[src/rtl/fetch_exec_sequencer.sv]
// fetch_exec_sequencer: multi-cycle T0..T3 instruction sequencer for the 4-bit core.
// Owns PC and IR, supports free-run, single-step, halt/resume and datapath branching.
// Every output is a register. Phase outputs are loaded from the next-state decode,
// so they always match the state register.
module fetch_exec_sequencer #(
  parameter int unsigned           ADDR_W   = 5,
  parameter int unsigned           OPC_W    = 4,
  parameter logic [OPC_W-1:0]      HALT_OPC = 4'hF
) (
  input  logic              clk,
  input  logic              reset,
  input  logic              run,
  input  logic              step_req,
  input  logic              resume,
  input  logic [OPC_W-1:0]  rom_data,
  input  logic              branch_taken,
  input  logic [ADDR_W-1:0] branch_target,
  output logic [ADDR_W-1:0] pc,
  output logic [OPC_W-1:0]  ir,
  output logic [1:0]        timing,
  output logic              phase_valid,
  output logic              instr_done,
  output logic              step_ack,
  output logic              halted
);

  typedef enum logic [2:0] {
    S_IDLE = 3'd0,
    S_T0   = 3'd1,
    S_T1   = 3'd2,
    S_T2   = 3'd3,
    S_T3   = 3'd4,
    S_HALT = 3'd5
  } state_t;

  localparam logic [ADDR_W-1:0] PC_ONE = {{(ADDR_W-1){1'b0}}, 1'b1};

  state_t            state_r;
  state_t            state_nxt_s;
  logic [ADDR_W-1:0] pc_nxt_s;
  logic [OPC_W-1:0]  ir_nxt_s;
  logic              step_flag_r;
  logic              step_flag_nxt_s;
  logic              done_nxt_s;
  logic              ack_nxt_s;
  logic [1:0]        timing_nxt_s;
  logic              phase_valid_nxt_s;
  logic              halted_nxt_s;

  // Next-state, PC/IR update and completion pulses for the current phase.
  always_comb begin
    state_nxt_s     = state_r;
    pc_nxt_s        = pc;
    ir_nxt_s        = ir;
    step_flag_nxt_s = step_flag_r;
    done_nxt_s      = 1'b0;
    ack_nxt_s       = 1'b0;
    case (state_r)
      S_IDLE: begin
        if (run) begin
          // run has priority over a simultaneous step request; no ack owed.
          state_nxt_s = S_T0;
        end else if (step_req) begin
          state_nxt_s     = S_T0;
          step_flag_nxt_s = 1'b1;
        end else begin
          state_nxt_s = S_IDLE;
        end
      end
      S_T0: begin
        ir_nxt_s    = rom_data;
        state_nxt_s = S_T1;
      end
      S_T1: begin
        if (ir == HALT_OPC) begin
          // A halted step never completes, so drop its pending ack.
          state_nxt_s     = S_HALT;
          step_flag_nxt_s = 1'b0;
        end else begin
          pc_nxt_s    = pc + PC_ONE;
          state_nxt_s = S_T2;
        end
      end
      S_T2: begin
        if (branch_taken) begin
          pc_nxt_s = branch_target;
        end else begin
          pc_nxt_s = pc;
        end
        state_nxt_s = S_T3;
      end
      S_T3: begin
        done_nxt_s      = 1'b1;
        ack_nxt_s       = step_flag_r;
        step_flag_nxt_s = 1'b0;
        if (run) begin
          state_nxt_s = S_T0;
        end else begin
          state_nxt_s = S_IDLE;
        end
      end
      S_HALT: begin
        if (resume) begin
          // Skip over the halt word so execution continues after it.
          pc_nxt_s    = pc + PC_ONE;
          state_nxt_s = S_IDLE;
        end else begin
          state_nxt_s = S_HALT;
        end
      end
      default: begin
        state_nxt_s     = S_IDLE;
        step_flag_nxt_s = 1'b0;
      end
    endcase
  end

  // Decode the phase outputs from the state that will be entered next.
  always_comb begin
    timing_nxt_s      = 2'd0;
    phase_valid_nxt_s = 1'b0;
    halted_nxt_s      = 1'b0;
    case (state_nxt_s)
      S_T0: begin
        timing_nxt_s      = 2'd0;
        phase_valid_nxt_s = 1'b1;
      end
      S_T1: begin
        timing_nxt_s      = 2'd1;
        phase_valid_nxt_s = 1'b1;
      end
      S_T2: begin
        timing_nxt_s      = 2'd2;
        phase_valid_nxt_s = 1'b1;
      end
      S_T3: begin
        timing_nxt_s      = 2'd3;
        phase_valid_nxt_s = 1'b1;
      end
      S_HALT: begin
        halted_nxt_s = 1'b1;
      end
      default: begin
        timing_nxt_s      = 2'd0;
        phase_valid_nxt_s = 1'b0;
        halted_nxt_s      = 1'b0;
      end
    endcase
  end

  // State, architectural registers and registered outputs.
  always_ff @(posedge clk or posedge reset) begin
    if (reset) begin
      state_r     <= S_IDLE;
      step_flag_r <= 1'b0;
      pc          <= {ADDR_W{1'b0}};
      ir          <= {OPC_W{1'b0}};
      timing      <= 2'd0;
      phase_valid <= 1'b0;
      instr_done  <= 1'b0;
      step_ack    <= 1'b0;
      halted      <= 1'b0;
    end else begin
      state_r     <= state_nxt_s;
      step_flag_r <= step_flag_nxt_s;
      pc          <= pc_nxt_s;
      ir          <= ir_nxt_s;
      timing      <= timing_nxt_s;
      phase_valid <= phase_valid_nxt_s;
      instr_done  <= done_nxt_s;
      step_ack    <= ack_nxt_s;
      halted      <= halted_nxt_s;
    end
  end

endmodule

[config.mk]
export PLATFORM = sky130hd
export DESIGN_NAME = fetch_exec_sequencer
export DESIGN_NICKNAME = d
export VERILOG_FILES = /design/src/rtl/fetch_exec_sequencer.sv
export SDC_FILE = /design/constraint.sdc
export NUM_CORES = 1
export LEC_CHECK = 0
export CORE_ASPECT_RATIO = 0.6
export CORE_MARGIN = 4
export CORE_UTILIZATION = 40
export CTS_BUF_LIST = sky130_fd_sc_hd__clkbuf_4 sky130_fd_sc_hd__clkbuf_8
export DETAILED_ROUTE_END_ITERATION = 8
export PLACE_DENSITY_LB_ADDON = 0.08
export SYNTH_ARGS = -nofsm -noshare
export SYNTH_HDL_FRONTEND = slang
export SYNTH_SLANG_ARGS = --single-unit
[constraint.sdc]
create_clock -name clk -period 1.55 [get_ports clk]
set_input_delay 0.3875 -clock clk [delete_from_list [all_inputs] [get_ports clk]]
set_output_delay 0.3875 -clock clk [all_outputs]
set_load 0.02 [all_outputs]
Word level (Yosys, flattened, before mapping)
Index checks and enable logic that the tools add are counted.

cells by class
  $add $sub $neg = 1
  equality and inequality tests = 17
  multiplexer cells = 19
  bitwise gates (word level) = 1
  reduce and logical (&&, ||, !) cells = 6

operators with widths
  cell                                           count
  one-hot mux 3 bit (6 select lines)             1
  2-to-1 mux 5 bit                               3
  one-hot mux 5 bit (3 select lines)             1
  == test 3 x 2 -> 1 bit, second input constant  4
  == test 3 bit, second input constant           4
  != test 2 bit, second input constant           6
  2-to-1 mux 1 bit                               10
  AND reduction 4 bit                            2
  == test 3 x 1 -> 1 bit, second input constant  2
  2-to-1 mux 3 bit                               2
  one-hot mux 2 bit (3 select lines)             1
  adder 5 x 1 -> 5 bit, second input constant    1
  == test 4 bit, second input constant           1
  OR reduction 4 bit                             1
  zero test 3 bit                                1
  one-hot mux 1 bit (3 select lines)             1
  nonzero test 3 bit                             1
  OR reduction 3 bit                             1
  NOT 1 bit                                      1

word-level totals
  bits in registers = 19
  bits of input ports = 15
  word-level logic and storage cells = 53

Longest topological paths before layout
Gate-level depths: netlist of the first run.

  depth after elaboration = 6
  gate-level depth with buffers = 6

Worst setup path before layout of the first run
Ideal clock, no wire load.

  kind = reg2reg
  start point = reg ir[2]
  end point = reg pc[1]
  arrival time = 1.147 ns
  path slack = 0.277 ns
  cell stages (with the launch flop) = 5
  path buffers = 0
  period minus slack after synthesis = 1.273 ns
  cell sequence = dfrtp_1 -> nand4_1 -> and3_1 -> nor2_2 -> o21ai_1

on the way
  longest elaborated chain between the ends = 3

ends and longest elaborated chain
  element                               line  RTL
  from (decl)                           19    output logic [OPC_W-1:0] ir,
  from (signal assigned)                157   ir <= {OPC_W{1'b0}};
  from (signal assigned)                167   ir <= ir_nxt_s;
  == test 4 bit                         75    if (ir == HALT_OPC) begin
  != test 2 bit (no source line)        -
  AND reduction 4 bit (no source line)  -
  to (signal assigned)                  156   pc <= {ADDR_W{1'b0}};
  to (signal assigned)                  166   pc <= pc_nxt_s;
  to (decl)                             18    output logic [ADDR_W-1:0] pc,

Every way passes these cells.
A chain may end at the register's enable or synchronous reset.

Worst setup path in the final report of the first run
  start point = reg pc[3]
  end point = out pc[3]

No word-level cell between the ends.

==> summary.md, run 1 <==
| Metric | Value |
|---|---|
| Outcome | completed |
| Post-CTS setup buffer count | 0 |
| Register area | 475 µm² |
| Post-synthesis mux area share | 5.73% |
| # IOs | 30 |
| Worst R2R Start | state_r[2] |
| Switch share | 41.8% |
| Drt initial violations | 30 |
| Remaining Overflow, GRT | 0 |
| Min Hold Slack | 458 ps |
| Cell Chain, Critical Path | dlygate4sd2_1 |
| Seq/Total Area, Yosys | 49.5% |
| Leakage power | 0.000623 µW |
| Hold WC Path Type | in2async |
| Syn_nets | 108 |
| Yosys warnings | 0 |
| Arrival @ worst endpoint | 1030 ps |
| Psw | 1170 µW |
| Ys async rst share | 100% |
| CP peak stage delay | 420 ps |
| Crit path launch type | register |
| Max_slew headroom | 75.9% |
| Synth Area in Compound Gates | 17.4% |
| CP max-delay cell | dfrtp_1 |
| Simple-gate portion of the synthesized area | 20.4% |
| CTS tree | done |
| Critical path startpoint | pc[3] |
| Setup TNS | 0 ps |
| Combinational group share of total power | 55.3% |
| Via density | 5.31 |
| DIE HEIGHT | 46.0 µm |
| CP endpoint kind | primary output |
| Root buffer cell | clkbuf_8 |
| Design Area, Final | 1360 µm² |
| FILL cells | 199 |
| IO Port Bufs | 29 |
| Chip width | 71.3 µm |
| Post-synthesis xor/xnor area fraction | 0% |
| Initial Util | 43.1% |
| Residual DRC count | 0 |
| Final setup vio count | 0 |
| H-tree depth | 1 |
| Largest net degree at the start of global routing | 20 |
| Die area | 3280 µm² |
| Met1 Wirelength | 1.11 mm |
| Buffer and inverter count on the worst path | 1 |
| Syn avg cell area | 10.4 µm² |
| Met2 wire len | 980 µm |
| Aggregate global-route resource usage | 15.2% |
| Clock tree sinks | 19 |
| Crit path time final | 1410 ps |
| Top_reg_cell synth | dfrtp_1 |
| Number of CTS-inserted buffers | 3 |
| Post-Place Setup Slack | 10.5 ps |
| Synth Instances | 92 |
| Site Rows | 13 |
| Commonest non-fill, non-tap cell in the layout | dfrtp_1 |
| Flops & latches, synth | 19 |
| Max Slew Vio Count | 0 |
| Area grow syn2layout | 41.5% |
| Crit path to | pc[3] |
| Reg2Reg Setup Slack | 150 ps |
| Cell internal pwr | 1620 µW |
| Routability Congestion | 0.803 |
| CTS max path bufs | 2 |
| Critical path required time | 1160 ps |
| Vias in the first global route | 805 |
| Final HPWL DP | 1.79 mm |
| Antenna violations before repair | 0 |
| Clock power share | 12.4% |
| Ant diodes | 0 |
| Core area | 2230 µm² |
| Unrepaired setup endpoints after global routing | false |
| Cell area after synthesis | 961 µm² |
| Period utilization | 91.3% |
| Crit Path Class | reg2out |
| Hold Buf Count CTS | 0 |
| First-pass iteration count of the detailed router | 4 |
| Number of vias after detailed routing | 850 |
| DRT Wirelength | 2.23 mm |
| Post-synth EDFFs | 0 |
| Max-cap violation count | 0 |
| Commonest non-fill, non-tap cells in the layout | 19 x dfrtp_1, 15 x dlygate4sd2_1, 14 x clkdlybuf4s50_1 |
| Reg2Reg Depth | 4 |
| Synth cell types | 33 |
| CP delay by family, top | flip-flops |
| Post-Synth Adder-Cell Area | 1.30% |
| Final ANT Viol Nets | 0 |
| Clock transition at the registers of the reported paths | 70 ps |
| Setup ws final | 136 ps |
| Maximum vdd drop | 1050 µV |
| Max Used Layer | met4 |
| F_max | 707 MHz |
| Placed Area | 1330 µm² |
| Fin Clk Skew | 7.84 ps |
| Routed wl met3 | 137 µm |
| Final hold violation count | 0 |
| Clk_lat worst skew | 250 ps |
| Final nets | 147 |
| Pwr Density | 2050 nW/µm² |
| Routed length per placed instance | 14.0 µm |
| RR Endpoint | pc[4] |
| Crit path depth | 1 |
| Flop pwr share | 32.2% |
| Main combinational cell family by area after synthesis | simple AND/OR/NAND/NOR gates |
| Global-route wire length before repair | 3.69 mm |
| Slew @ Worst Pin | 360 ps |
| CP Max Fanout | 4 |
| Share of cells above drive strength 1 | 17.7% |
| Multi-input combinational cell area | 432 µm² |
## power groups by stage
stage	combinational (µW)	sequential (µW)	clock (µW)
final	1540	900	346
after global routing	1690	934	383
after CTS	1550	897	358
after detailed placement	1660	909	0
after global placement	1650	900	0
after floorplan	844	1060	0
## registers in the layout, summed over array words and instances (netlist names)
register / flops
pc: 5
ir: 4
state_r: 3
timing: 2
halted: 1
instr_done: 1
phase_valid: 1
step_ack: 1
step_flag_r: 1
## worst min-delay path, cell delays in order
cell and delay, ps:
clkdlybuf4s50_1 400, inv_1 50, buf_4 250
## synthesized netlist by cell type, types with 2 or more instances
library cell	number	area share, %
o22a_1	2	1.8
a21oi_1	7	3.6
dfrtp_1	19	49
o21ai_0	4	2.1
nor3_2	3	3.1
nand2b_1	2	1.3
inv_1	4	1.6
o2bb2ai_1	3	2.7
nand3_1	5	2.6
nor2_1	6	2.3
mux2_2	4	4.7
buf_6	3	3.5
nand2_1	8	3.1
o22ai_1	3	2.0
## cells by family (layout without fill, tap and decap cells)
kind of cell | after synthesis | in the layout
simple gates | 34 | 34
compound gates | 25 | 25
flops | 19 | 19
buf+inv | 8 | 46
mux | 5 | 5
fa+ha+maj | 1 | 1
## final cells by class
type                       instances  share of cell area (%)
sequential                        19                    35.0
multi-input combinational         65                    31.7
timing repair buffer              38                    25.9
clock buffer                       4                    3.59
tap                               30                    2.76
inverter                           4                    1.10
## stage by stage
stage | total power [µW] | util, % | instances
6_report | 2790 | 61.0 | 160
5_1_grt | 3000 | 61.0 | 160
4_1_cts | 2800 | 61.0 | 160
3_5_place_dp | 2570 | 59.7 | 156
3_3_place_gp | 2550 | 59.7 | 156
2_1_floorplan | 1910 | - | 92
## routing by layer
layer	vias up	track usage (%)
met3	2	5.51
li1	407	-
met4	0	3.37
met2	23	22.6
met5	-	0
met1	418	21.3
## worst min-delay path by stage
stage                            from           to  cells past startpoint  slack [ps]
after floorplan                 reset       halted                      1         340
after global placement    step_flag_r     step_ack                      1         490
after detailed placement  step_flag_r     step_ack                      1         490
after CTS                       reset  phase_valid                      3         460
after global routing            reset        ir[0]                      3         500
final                           reset  phase_valid                      3         460
## repair_timing
action,in CTS,in global routing
gates resized for setup,15,0
setup endpoints to repair,15,0
endpoints found under the hold margin,0,0
Note: power is estimated with default switching activity, not from simulation.
==> run 2: changes to the inputs <==
--- a/config.mk
+++ b/config.mk
@@ -10,7 +10,7 @@
 export CORE_UTILIZATION = 40
 export CTS_BUF_LIST = sky130_fd_sc_hd__clkbuf_4 sky130_fd_sc_hd__clkbuf_8
 export DETAILED_ROUTE_END_ITERATION = 8
-export PLACE_DENSITY_LB_ADDON = 0.08
+export PLACE_DENSITY = 0.7
 export SYNTH_ARGS = -nofsm -noshare
 export SYNTH_HDL_FRONTEND = slang
 export SYNTH_SLANG_ARGS = --single-unit
==> summary.md, run 2 (synthesis results as in run 1) <==
| Metric | Value |
|---|---|
| Outcome | completed |
| DRT Wirelength | 2.18 mm (-2.3%) |
| Remaining Overflow, GRT | 0 (unchanged) |
| Final HPWL DP | 1.74 mm (-2.8%) |
| Initial Util | 43.1% (unchanged) |
| Largest net degree at the start of global routing | 20 (unchanged) |
| F_max | 707 MHz (about the same) |
| Ant diodes | 0 (unchanged) |
| Reg2Reg Setup Slack | 180 ps (+30 ps) |
| Clk_lat worst skew | 260 ps (about the same) |
| Placed Cells | 155 (-0.64%) |
| Max Used Layer | met4 |
| CP peak stage delay | 420 ps (about the same) |
| Routed length per placed instance | 13.7 µm (-1.7%) |
| Max reg flops | 5 (unchanged) |
| Worst R2R Start | state_r[2] |
| Design Area, Final | 1350 µm² (-0.64%) |
| Final nets | 146 (-0.68%) |
| CP max-delay cell | dfrtp_1 |
| Area grow syn2layout | 40.6% |
| Leakage power | 0.000616 µW (-1.2%) |
| Arrival @ worst endpoint | 1030 ps (about the same) |
| FILL cells | 192 (-3.5%) |
| IO Port Bufs | 29 (unchanged) |
| Setup TNS | 0 ps (unchanged) |
| Aggregate global-route resource usage | 14.6% (-0.57 points) |
| Multi-input combinational cell area | 432 µm² (unchanged) |
| Vias in the first global route | 779 (-3.2%) |
| Number of CTS-inserted buffers | 3 (unchanged) |
| Hold WC Path Type | in2async |
| Die area | 3280 µm² (unchanged) |
| Max-cap violation count | 0 (unchanged) |
| Crit Path Class | reg2out |
| Period utilization | 91.2% (about the same) |
| Max Slew Vio Count | 0 (unchanged) |
| Site Rows | 13 (unchanged) |
| CP Max Fanout | 4 (unchanged) |
| Core area | 2230 µm² (unchanged) |
| Critical path required time | 1160 ps (about the same) |
| Critical path startpoint | pc[3] |
| CTS tree | done |
| Residual DRC count | 0 (unchanged) |
| Commonest non-fill, non-tap cell in the layout | dfrtp_1 |
| Pwr Density | 2040 nW/µm² (-0.61%) |
| Final setup vio count | 0 (unchanged) |
| Routed wl met3 | 90 µm (-34%) |
| Biggest register | pc |
| Reg2Reg Depth | 4 (unchanged) |
| Share of cells above drive strength 1 | 17.8% (+0.14 points) |
| Register area | 477 µm² (+0.26%) |
| Max_slew headroom | 77.1% (+1.3 points) |
| Cell Chain, Critical Path | dlygate4sd2_1 |
| Chip width | 71.3 µm (unchanged) |
| Unrepaired setup endpoints after global routing | false |
| Buffer and inverter count on the worst path | 1 (unchanged) |
| Met1 Wirelength | 1.15 mm (+4.2%) |
| CP endpoint kind | primary output |
| Antenna violations before repair | 0 (unchanged) |
| Commonest non-fill, non-tap cells in the layout | 18 x dfrtp_1, 15 x dlygate4sd2_1, 14 x clkdlybuf4s50_1 |
| DIE HEIGHT | 46.0 µm (unchanged) |
| CTS max path bufs | 2 (unchanged) |
| RR Endpoint | pc[0] |
| Crit path launch type | register |
| Met2 wire len | 903 µm (-7.9%) |
| Final hold violation count | 0 (unchanged) |
| # IOs | 30 (unchanged) |
| Routability Congestion | 0.822 (+2.4%) |
| First-pass iteration count of the detailed router | 4 (unchanged) |
| Crit path time final | 1410 ps (-0.457 ps) |
| Via density | 5.18 (-2.6%) |
| Fin cells | 159 (-0.63%) |
| Clock transition at the registers of the reported paths | 70 ps (about the same) |
| CP delay by family, top | flip-flops |
| Number of vias after detailed routing | 823 (-3.2%) |
| Drt initial violations | 30 (unchanged) |
| Clock tree sinks | 19 (unchanged) |
| Maximum vdd drop | 1030 µV (-2.0%) |
| Global-route wire length before repair | 3.62 mm (-2.1%) |
| Slew @ Worst Pin | 341 ps (-18.7 ps) |
| Root buffer cell | clkbuf_8 |
| Final ANT Viol Nets | 0 (unchanged) |
| Top Registers | pc: 5 flops, ir: 4 flops, state_r: 3 flops |
| Fin Clk Skew | 2.74 ps (-5.11 ps) |
| H-tree depth | 1 (unchanged) |
| Placed Area | 1320 µm² (-0.56%) |
| Post-CTS setup buffer count | 0 (unchanged) |
-- run 2: cell types whose count changed in the layout (fill, tap and decap cells not counted), sizes merged --
| cell | delta |
|---|---|
| clkinv | +1 |
| clkbuf | -1 |
| buf | -1 |
-- run 2: timing repair --
item,4_1_cts,5_1_grt
hold endpoints to repair,0,0
hold buffers,0,0
endpoints found under the setup margin,15,2
resized for setup,15,1
-- run 2: worst register-to-register path: stages, from the launching register on --
cell,delay [ps]
dfrtp_2,460
or2b_1,310
o22ai_2,210
nor2_2,110
o22a_1,160
-- run 2: layout make-up --
| cell class | count | area share, % |
|---|---|---|
| flip-flops and latches | 19 | 35.3 |
| multi-input cells | 65 | 31.9 |
| repair buffers | 37 | 25.5 |
| clock buffers | 3 | 3.06 |
| well taps | 30 | 2.78 |
| inverters | 4 | 1.11 |
| clock inverters | 1 | 0.370 |
-- run 2: report_power, final --
part	total, µW	internal, µW	switching, µW
Combinational	1520	693	823
Sequential	902	719	183
Clock	336	179	158
-- run 2: how the worst max path moves through the flow --
stage	to	slack (ps)	cells past startpoint
2_1_floorplan	pc[1]	280	4
3_3_place_gp	pc[0]	50	5
3_5_place_dp	pc[0]	20	5
4_1_cts	pc[0]	110	4
5_1_grt	pc[2]	90	4
6_report	pc[3]	140	1
-- run 2: metal layers --
layer	track usage, %	vias to the layer above
li1	-	409
met1	21.1	391
met2	19.9	19
met3	5.51	4
met4	4.87	0
met5	0	-
-- run 2: stage by stage --
step / total power [µW] / util, % / hold slack, ps / setup WS [ps]
after global placement: 2520 / 59.3 / 477 / 52.5
after floorplan: 1910 / - / 339 / 277
after global routing: 2950 / 60.6 / 481 / 86.8
after CTS: 2770 / 60.6 / 455 / 114
after detailed placement: 2530 / 59.3 / 473 / 19.5
final: 2750 / 60.6 / 446 / 136
==> run 3: changes to the inputs <==
--- a/config.mk
+++ b/config.mk
@@ -5,6 +5,7 @@
 export SDC_FILE = /design/constraint.sdc
 export NUM_CORES = 1
 export LEC_CHECK = 0
+export CAP_MARGIN = 20
 export CORE_ASPECT_RATIO = 0.6
 export CORE_MARGIN = 4
 export CORE_UTILIZATION = 40
==> results of run 3 <==
No change in the layout: final DEF, timing and power equal those of run 2.
